### src/rtl/dispatch_pkg.sv
// Shared defaults, typedefs and FSM state encoding for the interrupt dispatcher.
package dispatch_pkg;

  localparam int unsigned NumIrq     = 8;
  localparam int unsigned PrioWidth  = 8;
  localparam int unsigned StackDepth = 4;
  localparam int unsigned IdWidth    = $clog2(NumIrq);

  typedef logic [PrioWidth-1:0] Prio;
  typedef logic [IdWidth-1:0]   IrqId;

  typedef enum logic {
    IDLE = 1'b0,
    REQ  = 1'b1
  } state_e;

endpackage

### src/rtl/tree.sv
// Combinational priority selector: returns the largest input value and its index.
// Ties resolve to the highest index.
module tree #(
  parameter int unsigned TreeWidth = 8,
  parameter type         TreeVal   = logic [7:0],
  parameter type         TreeIdx   = logic [2:0]
) (
  input  TreeVal vals_i [TreeWidth],
  output TreeVal max_o,
  output TreeIdx idx_o
);

  // Linear scan; >= lets a later (higher) index take over on equal values.
  always_comb begin
    max_o = '0;
    idx_o = '0;
    for (int unsigned i = 0; i < TreeWidth; i++) begin
      if (vals_i[i] >= max_o) begin
        max_o = vals_i[i];
        idx_o = TreeIdx'(i);
      end
    end
  end

endmodule

### src/rtl/irq_dispatch.sv
// Nested interrupt dispatcher: latches pending lines, selects the highest enabled
// pending priority, offers it to the core only when it preempts the running level,
// and tracks nesting on an inline priority stack.
// Build option: define IRQ_DISPATCH_EDGE_EN for rising-edge sources (default: level).
module irq_dispatch #(
  parameter int unsigned NumIrq     = dispatch_pkg::NumIrq,
  parameter int unsigned PrioWidth  = dispatch_pkg::PrioWidth,
  parameter int unsigned StackDepth = dispatch_pkg::StackDepth
) (
  input  logic                                clk,
  input  logic                                rst_n,
  input  logic [NumIrq-1:0]                   irq_i,
  input  logic [NumIrq-1:0]                   en_i,
  input  logic [NumIrq-1:0][PrioWidth-1:0]    prio_i,
  input  logic [PrioWidth-1:0]                thresh_i,
  output logic                                req_valid_o,
  output logic [$clog2(NumIrq)-1:0]           req_id_o,
  output logic [PrioWidth-1:0]                req_prio_o,
  input  logic                                req_ready_i,
  input  logic                                ret_i,
  output logic [PrioWidth-1:0]                level_o,
  output logic [$clog2(StackDepth+1)-1:0]     depth_o,
  output logic [NumIrq-1:0]                   pend_o,
  output logic                                ret_err_o
);

  import dispatch_pkg::*;

  localparam int unsigned DepthW = $clog2(StackDepth + 1);
  localparam int unsigned SlotW  = (StackDepth > 1) ? $clog2(StackDepth) : 1;

  typedef logic [DepthW-1:0] depth_t;
  typedef logic [SlotW-1:0]  slot_t;

  localparam depth_t DepthOne = depth_t'(1);
  localparam depth_t DepthMax = depth_t'(StackDepth);

  state_e            state_q;
  IrqId              req_id_q;
  Prio               req_prio_q;
  logic [NumIrq-1:0] pend_q, pend_set, pend_clr;
  Prio               stack_q [StackDepth];
  depth_t            depth_q;
  logic              ret_err_q;

  Prio  tree_vals [NumIrq];
  Prio  win_prio;
  IrqId win_id;
  Prio  level;
  logic taken, ret_ok, launch;

`ifdef IRQ_DISPATCH_EDGE_EN
  logic [NumIrq-1:0] irq_q, irq_qq;

  // Register the raw lines twice; the edge is detected between the two stages.
  always_ff @(posedge clk or negedge rst_n) begin
    if (!rst_n) begin
      irq_q  <= '0;
      irq_qq <= '0;
    end else begin
      irq_q  <= irq_i;
      irq_qq <= irq_q;
    end
  end

  assign pend_set = irq_q & ~irq_qq;
`else
  assign pend_set = irq_i;
`endif

  // Masked priorities feeding the selector; disabled or idle lines read as 0.
  always_comb begin
    for (int unsigned i = 0; i < NumIrq; i++) begin
      tree_vals[i] = (pend_q[i] & en_i[i]) ? prio_i[i] : '0;
    end
  end

  tree #(
    .TreeWidth (NumIrq),
    .TreeVal   (Prio),
    .TreeIdx   (IrqId)
  ) u_tree (
    .vals_i (tree_vals),
    .max_o  (win_prio),
    .idx_o  (win_id)
  );

  assign level  = (depth_q == '0) ? thresh_i : stack_q[slot_t'(depth_q - DepthOne)];
  assign taken  = (state_q == REQ) & req_ready_i;
  assign ret_ok = ret_i & (depth_q != '0);
  assign launch = (win_prio > level) && (win_prio != '0) && (depth_q < DepthMax);

  // One-hot clear of the line being taken.
  always_comb begin
    pend_clr = '0;
    if (taken) pend_clr[req_id_q] = 1'b1;
  end

  // Dispatch FSM; id/prio latched on launch and held until taken.
  always_ff @(posedge clk or negedge rst_n) begin
    if (!rst_n) begin
      state_q    <= IDLE;
      req_id_q   <= '0;
      req_prio_q <= '0;
    end else begin
      case (state_q)
        IDLE: begin
          if (launch) begin
            state_q    <= REQ;
            req_id_q   <= win_id;
            req_prio_q <= win_prio;
          end
        end
        REQ:     if (req_ready_i) state_q <= IDLE;
        default: state_q <= IDLE;
      endcase
    end
  end

  // Pending bits: a new event wins over the clear from a take.
  always_ff @(posedge clk or negedge rst_n) begin
    if (!rst_n) pend_q <= '0;
    else        pend_q <= (pend_q & ~pend_clr) | pend_set;
  end

  // Nesting stack: pop on return, push on take; both together replace the top.
  always_ff @(posedge clk or negedge rst_n) begin
    if (!rst_n) begin
      for (int unsigned i = 0; i < StackDepth; i++) stack_q[i] <= '0;
      depth_q   <= '0;
      ret_err_q <= 1'b0;
    end else begin
      ret_err_q <= ret_i & (depth_q == '0);
      if (ret_ok && taken) begin
        stack_q[slot_t'(depth_q - DepthOne)] <= req_prio_q;
      end else if (ret_ok) begin
        depth_q <= depth_q - DepthOne;
      end else if (taken) begin
        stack_q[slot_t'(depth_q)] <= req_prio_q;
        depth_q <= depth_q + DepthOne;
      end
    end
  end

  assign req_valid_o = (state_q == REQ);
  assign req_id_o    = req_id_q;
  assign req_prio_o  = req_prio_q;
  assign level_o     = level;
  assign depth_o     = depth_q;
  assign pend_o      = pend_q;
  assign ret_err_o   = ret_err_q;

endmodule

### config.mk
export PLATFORM = sky130hd
export DESIGN_NAME = irq_dispatch
export DESIGN_NICKNAME = d
export VERILOG_FILES = /design/src/rtl/dispatch_pkg.sv /design/src/rtl/tree.sv /design/src/rtl/irq_dispatch.sv
export SDC_FILE = /design/constraint.sdc
export NUM_CORES = 1
export LEC_CHECK = 0
export CAP_MARGIN = 5
export CORE_ASPECT_RATIO = 0.7
export CORE_MARGIN = 8
export CORE_UTILIZATION = 45
export DETAILED_ROUTE_END_ITERATION = 12
export PLACE_DENSITY_LB_ADDON = 0.05
export SLEW_MARGIN = 20
export SYNTH_ARGS = -nofsm -noshare
export SYNTH_HDL_FRONTEND = slang
export SYNTH_SLANG_ARGS = --single-unit
### constraint.sdc
create_clock -name clk -period 45.3 [get_ports clk]
set_input_delay 9.06 -clock clk [delete_from_list [all_inputs] [get_ports clk]]
set_output_delay 9.06 -clock clk [all_outputs]
set_load 0.01 [all_outputs]
==> results of run 1 <==
==> cell usage after synthesis, drive strengths merged (21+ instances only) <==
cell,number
nand2,75
nor2,35
inv,47
mux2,39
o21ai,36
ha,67
dfrtp,56
mux2i,23
and3,30
a21oi,38
a21o,21
==> state kept, by name (all words and copies together) (netlist names) <==
name         flops
req_id_o         3
ret_err_o        1
stack_q         32
depth_o          3
req_valid_o      1
pend_o           8
req_prio_o       8
==> worst register-to-register path: cells and delay by family, from the launching register on <==
kind	cells	cell delay [ns]
buffers and inverters	3	0.56
flip-flops	1	0.40
AND/OR/NAND/NOR	25	5.64
adder cells (fa/ha/maj)	8	2.58
AO/OA/AOI/OAI	25	6.73
multiplexers	4	1.51
==> cells in the final DEF, fill, tap and decap left out, types with 4 or more instances in the layout <==
cell type	n
clkdlybuf4s50_1	122
nand2_1	75
ha_1	67
dfrtp_1	56
inv_1	47
a21oi_1	36
mux2_2	36
nor2_1	35
and3_1	30
o21ai_0	29
mux2i_1	23
a21o_1	21
and2_1	15
nand2b_1	13
o211ai_1	10
o31ai_1	10
nand3_1	10
mux4_2	8
a211oi_1	7
o21a_1	7
a31oi_1	6
clkbuf_16	5
o21ai_1	4
o2111ai_1	4
nor3_1	4
a22o_1	4
==> final cells by class <==
type	instances	area (sq um)
Timing Repair Buffer	126	1250
Sequential cell	56	1400
Clock inverter	3	22.5
Inverter	47	176
Fill cell	1099	5170
Clock buffer	5	125
Multi-Input combinational cell	521	4030
Tap cell	162	203
==> through the flow <==
stage          std cells  power, mW  worst slack (ns)  instance area [sq um]
6_report             920      0.644             18.93                   7210
5_1_grt              920      0.703             17.71                   7210
4_1_cts              920      0.639             19.23                   7210
3_5_place_dp         912      0.594             18.97                   7060
3_3_place_gp         912      0.578             19.62                   7060
2_1_floorplan        644      0.445             21.72                   5690
==> cells by family (layout without fill, tap and decap cells) <==
logic type                 after synthesis  after routing  share of synthesized area (%)
and+or+nand+nor                        207            207                           18.4
muxes                                   70             70                           15.1
xor gates and xnor gates                 2              2                          0.308
adders and majority gates               67             67                           14.7
DFF                                     56             56                           24.6
buffers and inverters                   67            181                           4.68
AOI/OAI and AO/OA                      175            175                           22.1
==> how the worst max path moves through the flow <==
| stage | from | end | slack (ns) | depth (start not counted) |
|---|---|---|---|---|
| after floorplan | en_i[1] | req_prio_o[2] | 21.72 | 72 |
| after global placement | en_i[1] | req_id_o[0] | 19.62 | 68 |
| after detailed placement | en_i[1] | req_id_o[0] | 18.97 | 66 |
| after CTS | en_i[1] | req_id_o[0] | 19.23 | 66 |
| after global routing | en_i[1] | req_id_o[0] | 17.71 | 69 |
| final | en_i[1] | req_id_o[0] | 18.93 | 66 |
==> where the power goes <==
| group | total [mW] | internal, mW | switching [mW] |
|---|---|---|---|
| registers | 0.0920 | 0.0699 | 0.0221 |
| clock network | 0.0395 | 0.0208 | 0.0188 |
| logic | 0.512 | 0.225 | 0.288 |
==> metal layers <==
metal | up-vias | wire (microns)
met4 | 0 | 86
met5 | - | 0
met3 | 12 | 1550
met1 | 2595 | 9340
li1 | 2605 | -
met2 | 205 | 7570
==> metrics.txt, run 1 <==
# TYPE chip_impl_metric gauge
chip_impl_metric{name="detailedPlacementHpwl",unit="mm"} 15.5
chip_impl_metric{name="relative_slew_margins",unit="%"} 34.5
chip_impl_metric{name="floorplan.initialDensity",unit="%"} 46.0
chip_impl_metric{name="yosys.cell_types.count",unit=""} 74
chip_impl_metric{name="critPathMaxFanout",unit=""} 19
chip_impl_metric{name="grt_util_all_layers",unit="%"} 22.5
chip_impl_metric{name="grt_start_max_net_pins",unit=""} 57
chip_impl_metric{name="whs_path_depth",unit=""} 1
chip_impl_metric{name="ys_seq_elements",unit=""} 56
chip_impl_metric{name="top_level_ports",unit=""} 124
chip_impl_metric{name="synth_nets",unit=""} 803
chip_impl_metric{name="chipWidth",unit="microns"} 150
chip_impl_metric{name="clock_sink_count",unit=""} 56
chip_impl_metric{name="antenna_left",unit=""} 0
chip_impl_info{name="outcome",value="finished clean"} 1
chip_impl_metric{name="cts.hold.buffers_added",unit=""} 0
chip_impl_info{name="timing.setup.critical_path_class",value="in -> reg"} 1
chip_impl_metric{name="synth_sequential_area_ratio",unit="%"} 24.6
chip_impl_info{name="critPathLaunchType",value="input port"} 1
chip_impl_info{name="hp-class",value="reg -> reg"} 1
chip_impl_metric{name="num_vias",unit=""} 5417
chip_impl_metric{name="drv_cap",unit=""} 0
chip_impl_metric{name="timing_hold_violations_final",unit=""} 0
chip_impl_metric{name="dieArea",unit="sq mm"} 0.0166
chip_impl_metric{name="reg2reg_setup_slack",unit="ns"} 27.75
chip_impl_metric{name="worst-r2r-cell-count",unit=""} 65
chip_impl_metric{name="routedWlPerCell",unit="microns"} 20.2
chip_impl_metric{name="power_density",unit="mW/mm^2"} 89.3
chip_impl_metric{name="cp_data_required_time",unit="ns"} 45.49
chip_impl_metric{name="cpPeakStageDelay",unit="ns"} 0.73
chip_impl_metric{name="report.final.setup_viol",unit=""} 0
chip_impl_metric{name="highest_attainable_clock_frequency",unit="GHz"} 0.0379
chip_impl_metric{name="cts_h_tree_depth",unit=""} 2
chip_impl_metric{name="global_route.usage.met3",unit="%"} 3.87
chip_impl_metric{name="cts_made_buffers",unit=""} 5
chip_impl_metric{name="postLayoutCoreUtil",unit="%"} 58.2
chip_impl_info{name="min_delay_worst_endpoint",value="stack_q[29]"} 1
chip_impl_metric{name="post_synth_inst_count",unit=""} 644
chip_impl_metric{name="place.gp.congestion",unit=""} 0.942
chip_impl_metric{name="num_antenna_cells",unit=""} 0
chip_impl_metric{name="globalRoute.totalOverflow",unit=""} 0
chip_impl_metric{name="synth-warning-count",unit=""} 0
chip_impl_info{name="synth.top_cells.by_area",value="dfrtp_1, ha_1, mux2_2, nand2_1, mux2i_1"} 1
chip_impl_metric{name="synth-edff-count",unit=""} 0
chip_impl_metric{name="chipHeight",unit="microns"} 110
chip_impl_metric{name="holdWs",unit="ns"} 0.508
chip_impl_metric{name="drive_gt1_share",unit="%"} 10.9
chip_impl_metric{name="drc",unit=""} 0
chip_impl_metric{name="worstSkewPairLatency",unit="ns"} 0.29
chip_impl_info{name="synthFlopType",value="dfrtp_1"} 1
chip_impl_info{name="cpMostUsedCell",value="ha_1"} 1
chip_impl_metric{name="cts.path.max_buffers",unit=""} 2
chip_impl_metric{name="buffer_ports.inserted",unit=""} 123
chip_impl_info{name="cts.root.buffer_cell",value="clkbuf_16"} 1
chip_impl_metric{name="groute.layer.met2.usage",unit="%"} 33.7
chip_impl_info{name="timing.rr.end",value="req_id_o[0]"} 1
chip_impl_info{name="cts_tree",value="built"} 1
chip_impl_info{name="worst_hold_startpoint",value="stack_q[29]"} 1
chip_impl_metric{name="post_drt_via_cell_ratio",unit=""} 5.89
chip_impl_metric{name="grt_pass1_vias",unit=""} 5417
chip_impl_info{name="cp_top_family",value="compound AO/OA/AOI/OAI gates"} 1
chip_impl_metric{name="grt.met1_usage",unit="%"} 34.0
chip_impl_metric{name="synth_top_cell_area_share",unit="%"} 24.6
chip_impl_metric{name="ir_worst_vdd",unit="mV"} 0.0445
chip_impl_metric{name="leakage_power_of_the_design",unit="nW"} 3.33
chip_impl_metric{name="areaGrowthSynthToFinish",unit="%"} 26.6
chip_impl_info{name="worst_setup_path_end_kind",value="flop"} 1
chip_impl_metric{name="worst_ep_arrival_time",unit="ns"} 26.56
chip_impl_metric{name="fin_setup_tns",unit="ns"} 0
chip_impl_info{name="most_used_layer_global_route",value="met1"} 1
chip_impl_metric{name="drt_iter0_drc",unit=""} 437
chip_impl_metric{name="postCtsSetupRepairBufs",unit=""} 0
chip_impl_metric{name="antenna_found_initial",unit=""} 0
chip_impl_metric{name="wirelength",unit="mm"} 18.5
chip_impl_info{name="synth_largest_area_cell",value="dfrtp_1"} 1
chip_impl_metric{name="max_slew.worst_pin.slew",unit="ns"} 0.979
chip_impl_metric{name="syn_area",unit="sq mm"} 0.00569
chip_impl_metric{name="maxSlewViolCount",unit=""} 0
chip_impl_info{name="r2r-start",value="pend_o[1]"} 1
chip_impl_metric{name="rows",unit=""} 34
chip_impl_info{name="grt_setup_unrepaired",value="false"} 1
chip_impl_metric{name="path_clk_slew",unit="ns"} 0.07
chip_impl_metric{name="grt_first_pass_wirelength",unit="mm"} 29.1
chip_impl_metric{name="finalCritPeriodShare",unit="%"} 58.2
chip_impl_metric{name="final.min_clock_period",unit="ns"} 26.37
chip_impl_metric{name="postSynthAreaPerCell",unit="sq um"} 8.84
chip_impl_metric{name="final_nets",unit=""} 916
chip_impl_info{name="critPathSlowestCell",value="a2111oi_2"} 1
chip_impl_metric{name="cp_num_buf_inv",unit=""} 4
chip_impl_metric{name="ctsResizeCount",unit=""} 0
chip_impl_metric{name="core_area",unit="sq mm"} 0.0124
chip_impl_metric{name="clock_skew",unit="ns"} 0.00424
chip_impl_metric{name="drt_pre_antenna_iters",unit=""} 5
chip_impl_metric{name="synth_async_sr_flop_share",unit="%"} 100
Power figures use the tool's default switching activity.
==> run 2, diff against run 1 <==
==> constraint.sdc (replaced) <==
create_clock -name clk -period 26.2 [get_ports clk]
set_input_delay 5.24 -clock clk [delete_from_list [all_inputs] [get_ports clk]]
set_output_delay 5.24 -clock clk [all_outputs]
set_load 0.01 [all_outputs]
==> metrics.txt, run 2 (synthesis gave the netlist of run 1 again) <==
# TYPE chip_impl_metric gauge
chip_impl_info{name="hp-class",value="reg -> reg"} 1
chip_impl_metric{name="highest_attainable_clock_frequency",unit="GHz"} 0.0441
chip_impl_metric{name="placed_area",unit="sq mm"} 0.00706
chip_impl_metric{name="chipWidth",unit="microns"} 150
chip_impl_metric{name="cts.path.max_buffers",unit=""} 2
chip_impl_info{name="critPathLaunchType",value="input port"} 1
chip_impl_metric{name="num_vias",unit=""} 5437
chip_impl_metric{name="post_drt_via_cell_ratio",unit=""} 5.91
chip_impl_info{name="layout.cells.most_common_list",value="clkdlybuf4s50_1, nand2_1, ha_1"} 1
chip_impl_metric{name="antenna_found_initial",unit=""} 0
chip_impl_metric{name="clock_sink_count",unit=""} 56
chip_impl_metric{name="leakage_power_of_the_design",unit="nW"} 3.33
chip_impl_metric{name="areaGrowthSynthToFinish",unit="%"} 26.6
chip_impl_metric{name="clock_skew",unit="ns"} 0.00492
chip_impl_metric{name="maxSlewViolCount",unit=""} 0
chip_impl_metric{name="wirelength",unit="mm"} 18.5
chip_impl_info{name="cts.root.buffer_cell",value="clkbuf_16"} 1
chip_impl_info{name="cpMostUsedCell",value="ha_1"} 1
chip_impl_metric{name="globalRoute.totalOverflow",unit=""} 0
chip_impl_metric{name="drt_pre_antenna_iters",unit=""} 5
chip_impl_metric{name="timing_hold_violations_final",unit=""} 0
chip_impl_metric{name="place.gp.congestion",unit=""} 0.942
chip_impl_metric{name="fin_setup_tns",unit="ns"} 0
chip_impl_info{name="top_register",value="stack_q"} 1
chip_impl_metric{name="drc",unit=""} 0
chip_impl_metric{name="chipHeight",unit="microns"} 110
chip_impl_metric{name="drv_cap",unit=""} 0
chip_impl_info{name="outcome",value="finished clean"} 1
chip_impl_metric{name="power_density",unit="mW/mm^2"} 154
chip_impl_metric{name="cp_data_required_time",unit="ns"} 26.38
chip_impl_metric{name="num_antenna_cells",unit=""} 0
chip_impl_metric{name="floorplan.initialDensity",unit="%"} 46.0
chip_impl_info{name="worst_setup_path_end_kind",value="flop"} 1
chip_impl_metric{name="final_nets",unit=""} 916
chip_impl_info{name="critPathSlowestCell",value="o211ai_1"} 1
chip_impl_metric{name="cpPeakStageDelay",unit="ns"} 0.74
chip_impl_metric{name="drt_iter0_drc",unit=""} 391
chip_impl_metric{name="relative_slew_margins",unit="%"} 34.2
chip_impl_metric{name="ir_worst_vdd",unit="mV"} 0.0878
chip_impl_metric{name="dieArea",unit="sq mm"} 0.0166
chip_impl_metric{name="finalCritPeriodShare",unit="%"} 86.5
chip_impl_metric{name="grt_util_all_layers",unit="%"} 22.6
chip_impl_metric{name="postCtsSetupRepairBufs",unit=""} 0
chip_impl_metric{name="drive_gt1_share",unit="%"} 10.9
chip_impl_metric{name="cts_made_buffers",unit=""} 5
chip_impl_metric{name="core_area",unit="sq mm"} 0.0124
chip_impl_metric{name="routedWlPerCell",unit="microns"} 20.1
chip_impl_metric{name="grt_pass1_vias",unit=""} 5466
chip_impl_metric{name="antenna_left",unit=""} 0
chip_impl_metric{name="critPathMaxFanout",unit=""} 19
chip_impl_metric{name="ctsResizeCount",unit=""} 0
chip_impl_metric{name="grt_start_max_net_pins",unit=""} 57
chip_impl_info{name="cts_tree",value="built"} 1
chip_impl_metric{name="report.final.setup_viol",unit=""} 0
chip_impl_metric{name="buffer_ports.inserted",unit=""} 123
chip_impl_metric{name="worst_ep_arrival_time",unit="ns"} 22.85
chip_impl_metric{name="rows",unit=""} 34
chip_impl_metric{name="finish.instance_area",unit="sq mm"} 0.00721
chip_impl_info{name="grt_setup_unrepaired",value="false"} 1
chip_impl_info{name="mostFrequentLayoutCell",value="clkdlybuf4s50_1"} 1
chip_impl_metric{name="final.min_clock_period",unit="ns"} 22.67
chip_impl_metric{name="cts.hold.buffers_added",unit=""} 0
chip_impl_metric{name="worstSkewPairLatency",unit="ns"} 0.29
chip_impl_metric{name="grt_first_pass_wirelength",unit="mm"} 29.5
chip_impl_info{name="timing.setup.critical_path_class",value="in -> reg"} 1
chip_impl_metric{name="max_slew.worst_pin.slew",unit="ns"} 0.984
chip_impl_metric{name="top_level_ports",unit=""} 124
chip_impl_metric{name="detailedPlacementHpwl",unit="mm"} 15.5
chip_impl_metric{name="cts_h_tree_depth",unit=""} 2
chip_impl_metric{name="path_clk_slew",unit="ns"} 0.07
chip_impl_metric{name="largest_register_ffs",unit=""} 32
## run 2: cell count changes in the layout (fill, tap and decap cells not counted)
cell and delta:
clkinv_4 -1, clkinvlp_4 +1
## run 2: path summary, 6_finish.rpt
kind,from,endpoint,slack (ns),depth (start not counted)
worst min register to register,stack_q[30],stack_q[30],0.51,1
worst max-delay path,en_i[1],req_id_o[0],3.53,66
worst max register to register,pend_o[1],req_id_o[0],8.53,65
min in group asynchronous,rst_n,ret_err_o,5.05,2
max in group asynchronous,rst_n,req_id_o[1],20.63,2
worst min-delay path,stack_q[30],stack_q[30],0.51,1
## run 2: through the flow
step / instances / power, mW / utilization, % / hold WS, ns / setup slack, ns
CTS: 920 / 1.10 / 58.2 / 0.512 / 3.93
global placement: 912 / 0.999 / 57.0 / 0.484 / 4.34
detailed placement: 912 / 1.03 / 57.0 / 0.493 / 3.64
floorplan: 644 / 0.770 / - / 0.475 / 6.44
finish: 920 / 1.11 / 58.2 / 0.507 / 3.53
global route: 920 / 1.22 / 58.2 / 0.527 / 2.18
## run 2: layer usage
layer / vias to the layer above / track usage [%] / share of wire (%)
met5: - / 0 / 0
met4: 0 / 2.20 / 0.41
met3: 9 / 4.12 / 6.6
met2: 190 / 33.6 / 41
met1: 2633 / 34.2 / 52
li1: 2605 / - / -
## run 2: layout make-up
type	instances	area, sq um
fillers	1093	5170
multi-input cells	521	4030
flip-flops and latches	56	1400
repair buffers	126	1250
well taps	162	203
inverters	47	176
clock buffers	5	125
clock inverters	3	21.3
## run 2: critical path, delay by kind of cell
family	cells	cell delay (ns)
muxes	4	1.50
AOI/OAI and AO/OA	25	6.79
adders and majority gates	8	2.58
buffers and inverters	4	1.04
and+or+nand+nor	25	5.66
## run 2: power by group
group          leakage (nW)  internal, mW  switching, mW
clock                0.0702        0.0357         0.0327
sequential            0.677         0.121         0.0383
combinational          2.58         0.388          0.496
